===== src/rtl/data_mem_arbiter.sv =====
// -----------------------------------------------------------------------------
// data_mem_arbiter
//
// Shares the single data-memory port between the pipeline MEM stage (m0) and
// the debug/preload loader (m1). Ties are broken round-robin. One access runs
// at a time through a fixed IDLE -> ACCESS -> DONE sequence, which gives
// three cycles per access. Read data comes back registered together with a
// one-cycle acknowledge.
//
// Optional feature macro: DMARB_RANGE_CHECK_EN
//   When it is defined, the address is checked against [BASE, BASE+SIZE-1]
//   at grant. An out-of-range access never writes memory. It returns zero
//   data and signals mXErr together with its ack.
//
// Ports
//   clock, resetN          rising-edge clock, synchronous active-low reset
//   mXReq                  request, held by the requester until mXAck
//   mXWe/mXAddr/mXWdata    access descriptor, sampled at grant
//   mXAck                  one-cycle completion pulse
//   mXRdata                read data, non-zero only while mXAck is high
//   mXErr                  out-of-range flag with ack (range-check build only)
//   memWrite/memAddress/memData   drive the memory port
//   memOut                 combinational memory read data
// -----------------------------------------------------------------------------
module data_mem_arbiter #(
    parameter int ADDR_W = 11,
    parameter int DATA_W = 32,
    parameter int BASE   = 1024,
    parameter int SIZE   = 256
) (
    input  logic              clock,
    input  logic              resetN,
    input  logic              m0Req,
    input  logic              m0We,
    input  logic [ADDR_W-1:0] m0Addr,
    input  logic [DATA_W-1:0] m0Wdata,
    output logic              m0Ack,
    output logic [DATA_W-1:0] m0Rdata,
    input  logic              m1Req,
    input  logic              m1We,
    input  logic [ADDR_W-1:0] m1Addr,
    input  logic [DATA_W-1:0] m1Wdata,
    output logic              m1Ack,
    output logic [DATA_W-1:0] m1Rdata,
`ifdef DMARB_RANGE_CHECK_EN
    output logic              m0Err,
    output logic              m1Err,
`endif
    output logic              memWrite,
    output logic [ADDR_W-1:0] memAddress,
    output logic [DATA_W-1:0] memData,
    input  logic [DATA_W-1:0] memOut
);

`ifdef DMARB_RANGE_CHECK_EN
    localparam bit RANGE_EN = 1'b1;
`else
    localparam bit RANGE_EN = 1'b0;
`endif

    localparam logic [ADDR_W-1:0] FIRST_ADDR = ADDR_W'(BASE);
    localparam logic [ADDR_W-1:0] LAST_ADDR  = ADDR_W'(BASE + SIZE - 1);

    typedef enum logic [1:0] {
        IDLE   = 2'd0,
        ACCESS = 2'd1,
        DONE   = 2'd2
    } state_t;

    state_t              state_reg, state_next;
    logic                last_grant_reg, last_grant_next;  // id of the most recent winner
    logic                id_reg, id_next;
    logic                we_reg, we_next;
    logic [ADDR_W-1:0]   addr_reg, addr_next;
    logic [DATA_W-1:0]   wdata_reg, wdata_next;
    logic [DATA_W-1:0]   resp_reg, resp_next;
    logic                err_reg, err_next;

    // Requester inputs gathered into arrays so that the winner can be indexed
    logic [1:0]          req_vec;
    logic [1:0]          we_vec;
    logic [ADDR_W-1:0]   addr_vec  [2];
    logic [DATA_W-1:0]   wdata_vec [2];
    logic [1:0]          ack_vec;
    logic [DATA_W-1:0]   rdata_vec [2];

    logic                grant_valid;
    logic                grant_id;
    logic                mem_write;

    assign req_vec      = {m1Req, m0Req};
    assign we_vec       = {m1We, m0We};
    assign addr_vec[0]  = m0Addr;
    assign addr_vec[1]  = m1Addr;
    assign wdata_vec[0] = m0Wdata;
    assign wdata_vec[1] = m1Wdata;

    function automatic logic in_range(input logic [ADDR_W-1:0] a);
        return (a >= FIRST_ADDR) && (a <= LAST_ADDR);
    endfunction

    // A lone requester wins. On a tie, the requester that was not served
    // last wins. The reset value of last_grant_reg is 1, so m0 wins the
    // first tie.
    always_comb begin
        grant_valid = |req_vec;
        if (&req_vec) begin
            grant_id = ~last_grant_reg;
        end else begin
            grant_id = req_vec[1];
        end
    end

    always_comb begin
        state_next      = state_reg;
        last_grant_next = last_grant_reg;
        id_next         = id_reg;
        we_next         = we_reg;
        addr_next       = addr_reg;
        wdata_next      = wdata_reg;
        resp_next       = resp_reg;
        err_next        = err_reg;
        mem_write       = 1'b0;

        case (state_reg)
            IDLE: begin
                if (grant_valid) begin
                    state_next      = ACCESS;
                    last_grant_next = grant_id;
                    id_next         = grant_id;
                    we_next         = we_vec[grant_id];
                    addr_next       = addr_vec[grant_id];
                    wdata_next      = wdata_vec[grant_id];
                    err_next        = RANGE_EN & ~in_range(addr_vec[grant_id]);
                end
            end
            ACCESS: begin
                // Rejected accesses never reach memory and return zero data
                mem_write  = we_reg & ~err_reg;
                resp_next  = (we_reg | err_reg) ? '0 : memOut;
                state_next = DONE;
            end
            DONE: begin
                state_next = IDLE;
            end
            default: begin
                state_next = IDLE;
            end
        endcase
    end

    always_ff @(posedge clock) begin
        if (!resetN) begin
            state_reg      <= IDLE;
            last_grant_reg <= 1'b1;
            id_reg         <= 1'b0;
            we_reg         <= 1'b0;
            addr_reg       <= '0;
            wdata_reg      <= '0;
            resp_reg       <= '0;
            err_reg        <= 1'b0;
        end else begin
            state_reg      <= state_next;
            last_grant_reg <= last_grant_next;
            id_reg         <= id_next;
            we_reg         <= we_next;
            addr_reg       <= addr_next;
            wdata_reg      <= wdata_next;
            resp_reg       <= resp_next;
            err_reg        <= err_next;
        end
    end

    // memWrite is decoded from the current state. A write that is in ACCESS
    // when reset is sampled therefore still commits on that edge.
    assign memWrite   = mem_write;
    assign memAddress = addr_reg;
    assign memData    = wdata_reg;

    // Ack and rdata are decoded from registered state. The ack of a DONE
    // cycle stays visible even when reset is sampled during that cycle.
    genvar gi;
    generate
        for (gi = 0; gi < 2; gi++) begin : g_resp
            assign ack_vec[gi]   = (state_reg == DONE) && (id_reg == 1'(gi));
            assign rdata_vec[gi] = ack_vec[gi] ? resp_reg : '0;
        end
    endgenerate

    assign m0Ack   = ack_vec[0];
    assign m1Ack   = ack_vec[1];
    assign m0Rdata = rdata_vec[0];
    assign m1Rdata = rdata_vec[1];

`ifdef DMARB_RANGE_CHECK_EN
    assign m0Err = ack_vec[0] & err_reg;
    assign m1Err = ack_vec[1] & err_reg;
`endif

endmodule


===== config.mk =====
export PLATFORM = sky130hd
export DESIGN_NAME = data_mem_arbiter
export DESIGN_NICKNAME = d
export VERILOG_FILES = /design/src/rtl/data_mem_arbiter.sv
export SDC_FILE = /design/constraint.sdc
export NUM_CORES = 1
export LEC_CHECK = 0
export BUFFER_PORTS_ARGS = -buffer_cell sky130_fd_sc_hd__buf_2
export CAP_MARGIN = 20
export CORE_MARGIN = 2
export CORE_UTILIZATION = 40
export CTS_CLUSTER_DIAMETER = 120
export CTS_CLUSTER_SIZE = 24
export DETAILED_ROUTE_END_ITERATION = 7
export PLACE_DENSITY = 0.76
export SLEW_MARGIN = 20
export SYNTH_ARGS = -nofsm -noshare
export SYNTH_HDL_FRONTEND = slang
export SYNTH_SLANG_ARGS = --single-unit

===== constraint.sdc =====
create_clock -name clock -period 1.9 [get_ports clock]
set_clock_uncertainty 0.1 [all_clocks]
set_input_delay 0.475 -clock clock [delete_from_list [all_inputs] [get_ports clock]]
set_output_delay 0.475 -clock clock [all_outputs]
set_load 0.05 [all_outputs]

Yosys cells after proc, flatten, opt, wreduce, memory -nomap -nowiden
Cells that the tools add are included.
Cells by class
  mux-type cells: 15
  eq/ne operators: 3
  order comparisons: 2
  bitwise logic cells: 3
  reductions and logical operators: 6
Operators with widths (number)
  2-to-1 mux 32 bit: 6
  2-to-1 mux 11 bit: 3
  2-to-1 mux 1 bit: 4
  one-hot mux 2 bit (2 select lines): 1
  AND reduction 2 bit: 2
  == test 2 x 1 -> 1 bit (second input constant): 1
  == test 2 bit (second input constant): 1
  >= comparator 2 bit (second input constant): 1
  logical AND 1 bit: 2
  logical NOT 2 bit: 1
  < comparator 1 x 2 -> 1 bit (second input constant): 1
  2-to-1 mux 2 bit: 1
  inequality test 2 bit (second input constant): 1
  NOT 1 bit: 2
  NOT 1 -> 2 bit: 1
  OR reduction 2 bit: 1
Word-level totals
  input bits: 124
  output and inout bits: 110
  flip-flop bits (word level): 80

Logic depth before layout (Yosys ltp)
  depth after elaboration: 6
  depth in mapped cells: 5
  mapped depth without buffers: 3

Worst setup path after synthesis
No wires, ideal clock.
  path kind: reg-to-output
  from: register state_reg[1]
  to: output m1Rdata[22]
  path slack: -0.474 ns
  data required time: 1.325 ns
  stages on the path, launching flop included: 5
  arrival time: 1.799 ns
  path through: dfxtp_1 > inv_2 > nor3b_2 > clkbuf_1 > and2_1
Between the ends
  longest elaborated chain between the ends: 3
Ends and longest elaborated chain
  from (decl): line 70  | state_t state_reg, state_next;
  from (signal assigned): line 163  | state_reg <= state_next;
  == test 2 bit: line 185  | assign ack_vec[gi] = (state_reg == DONE) && (id_reg == 1'(gi));
  logical AND 1 bit: line 185
  named net m1Ack: line 43  | output logic m1Ack,
  2-to-1 mux 32 bit: line 186  | assign rdata_vec[gi] = ack_vec[gi] ? resp_reg : '0;
  to (decl): line 44  | output logic [DATA_W-1:0] m1Rdata,
The timed path passes the listed nets, and every way through them passes these cells.

Worst setup path after layout
  from: register state_reg[1]
  to: output m1Rdata[0]
Between the ends
  longest elaborated chain between the ends: 3
Ends and longest elaborated chain (line)
  == test 2 bit: 185
  logical AND 1 bit: 185
  2-to-1 mux 32 bit: 186
Every way passes these cells.

==> impl_results.md <==
* Status: finished with violations
* Failing checks: setup timing
* Register-to-Register Path Depth at 5
* DIE WIDTH at 99.88 um
* Dpl cell area at 0.005064 mm^2
* Htree depth at 3
* Ant diodes at 0
* Pre-Repair DR Iteration Count at 4
* HP Class: in2reg
* Total power at 4.747 mW
* Switching Fraction at 0.3180
* Final antenna-violating net count at 0
* Post-Synth XOR/XNOR Area at 0
* Period utilisation layout at 1.096
* Reg2reg end: memAddress[8]
* Share of cells above drive strength 1 at 0.5615
* Main synth FF type: dfxtp_1
* Hold-fix buffers, CTS at 0
* CP bufs+invs at 3
* Clk sinks at 80
* Dominant cells by area after synthesis: dfxtp_1, and2_1, nand2_1, a311oi_2, a22o_1
* GRT Residual Overflow at 0
* CP dominant cell by count: buf_6
* DR DRC count at 0
* Synth area leader: dfxtp_1
* CP arrival at 1.51 ns
* Clock root buffer master: clkbuf_8
* Layout filler cell count at 677
* Number of max-cap violations at 0
* Routed Wire Length at 12.14 mm
* Combinational Power Share at 0.264
* Final nets at 756
* Post-synth top cells: nand2_1, dfxtp_1, and2_1, a21oi_1, a22o_1
* Routed length per placed instance at 16.36 um
* Synth async-reset ratio at 0
* EDFF count, synth at 0
* Rows at 34
* Endpoints failing setup at 65
* Initial Utilization at 0.4176
* GP Congestion at 0.8373
* Finished Cell Area at 0.005892 mm^2
* Clock power share at 0.327
* Seq pwr share at 0.409
* Mux contribution to synthesized area at 0
* RSZ-0062 raised after global routing: yes
* Synth warn at 0
* Maximum VDD drop at 0.3828 mV
* Top delay family on crit path: buffers and inverters
* Vias at 4015
* Worst slew pin tran at 0.5086 ns
* Largest net degree at the start of global routing at 49
* First-pass GRT wire length at 18.59 mm
* CP endpoint kind: primary output
* Syn-to-layout area delta at 60.22%
* Port bufs at 233
* Fraction of the yosys area taken by sequential cells at 0.4355
* DP Wirelength at 7.835 mm
* Via density at 5.411
* Vias in the first global route at 3802
* Final WS setup at -0.1826 ns
* Final hold slack at 0.2419 ns
* Mapped Cells at 413
* # IOs at 234
* Hold path depth at 2
* Slowest stage cell on the critical path: dfxtp_2
* Crit path required time at 1.32 ns
* Clock-pin slew on the worst setup and hold paths at 0.08 ns
* CTS Buffer Depth at 2
* Initial antenna violation count at 0
* Core Box Area at 0.008806 mm^2
* Internal at 3.238 mW
* R2R Path Start: state_reg[0]
* Die area at 0.009976 mm^2
* Synth Area in Compound Gates at 0.2889
* Adder-cell share of the synthesized area at 0
* Final Max Tran Viols at 0
* Count leader, synth: nand2_1
* Slew headroom at 0.6609
* Clock Latency Late Sink at 0.34 ns
* DR iter-0 viols at 170
* Multi-input logic area at 0.002007 mm^2
* P_leak at 2.773 nW
* Main combinational cell family by area after synthesis: compound AO/OA/AOI/OAI gates
* Avg Inst Size Synth at 8.904 um^2
* Reg2reg setup slack at 0.19 ns
* Final Hold Viols at 0
* All-Layer GR Usage at 0.2290
* Kind of critical path: reg2out
* Max Freq at 0.4802 GHz
* Sequence of cells on the critical path: inv_4 > nor3b_4 > buf_6 > and2_1 > buf_6
* Sequential Area at 0.001608 mm^2
* Crit Path Max Fanout at 16
* Critical Path Source Type: flop
* Seq cells post-synth at 80
* Min Tclk post-route at 2.083 ns
* CTS Buf Count at 9
* Power Density at 805.8 mW/mm^2
* TritonCTS clock tree: yes
* Area of the mapped netlist at 0.003677 mm^2
* Hold EP: resp_reg[12]
* Hold Startpoint: memOut[12]
* Die height at 99.88 um
* Area fraction of the dominant cell type after synthesis at 0.4355
* Simple-Gate Fraction of Synth Area at 0.2205
* Critical Path Max Stage Delay at 0.36 ns
* P_sw at 1.510 mW
* Post-Syn Nets at 537
* Yosys cell types at 24
[per-stage QoR]
stage | instances | TNS (ns) | setup slack, ns | utilization
after floorplan | 413 | 0 | 0.006726 | -
after global placement | 728 | 0 | 0.09592 | 0.5750
after detailed placement | 728 | 0 | 0.05564 | 0.5750
after CTS | 744 | -12.22 | -0.2268 | 0.6576
after global routing | 742 | -15.35 | -0.2697 | 0.6691
final | 742 | -9.722 | -0.1826 | 0.6691
[power groups by stage]
stage          registers [mW]  clock network [mW]  logic (mW)
2_1_floorplan            2.32                   0       0.492
3_3_place_gp             1.96                   0        1.21
3_5_place_dp             1.97                   0        1.23
4_1_cts                  1.93                1.60        1.25
5_1_grt                  1.96                1.66        1.33
6_report                 1.94                1.55        1.25
[cells by family after synthesis]
family / after synthesis
simple gates: 163
compound gates: 127
flops: 80
buf+inv: 43
[metal layers]
metal,up-vias,part of all wire,GRT usage
met5,-,0,0
met4,0,0.014,0.07482
met3,13,0.082,0.05850
met2,196,0.50,0.3919
met1,1900,0.40,0.2822
li1,1906,-,-
[repair_timing]
action,CTS,global route
pin swaps,2,10
setup buffers,2,0
cloned,1,0
setup endpoints to repair,67,67
resized for setup,142,53
[final cells by class]
class,count,area share
tap,108,0.02293
inverter,2,0.001699
multi-input combinational,290,0.3406
clock buffer,9,0.02102
sequential,80,0.2729
clock inverter,4,0.02039
timing repair buffer,249,0.3205
[worst max-delay path by stage]
| stage | end | cells after the start | from |
|---|---|---|---|
| global route | m1Rdata[0] | 5 | state_reg[1] |
| finish | m1Rdata[0] | 5 | state_reg[1] |
| CTS | m1Rdata[23] | 6 | state_reg[1] |
| detailed placement | m0Rdata[31] | 5 | state_reg[1] |
| floorplan | m1Rdata[22] | 4 | state_reg[1] |
| global placement | m0Rdata[31] | 5 | state_reg[1] |
[cells in the final DEF (no fill, tap or decap), drive strengths merged, types with 2 or more instances in the layout]
cell	Yosys	layout
inv	2	2
a311oi	44	44
dfxtp	80	80
buf	25	249
and2	65	65
clkbuf	16	9
and3	3	3
a21boi	2	2
bufinv	0	4
nand2	88	88
a22o	32	32
nor3	2	2
a21oi	46	46
Power figures use the tool's default switching activity.
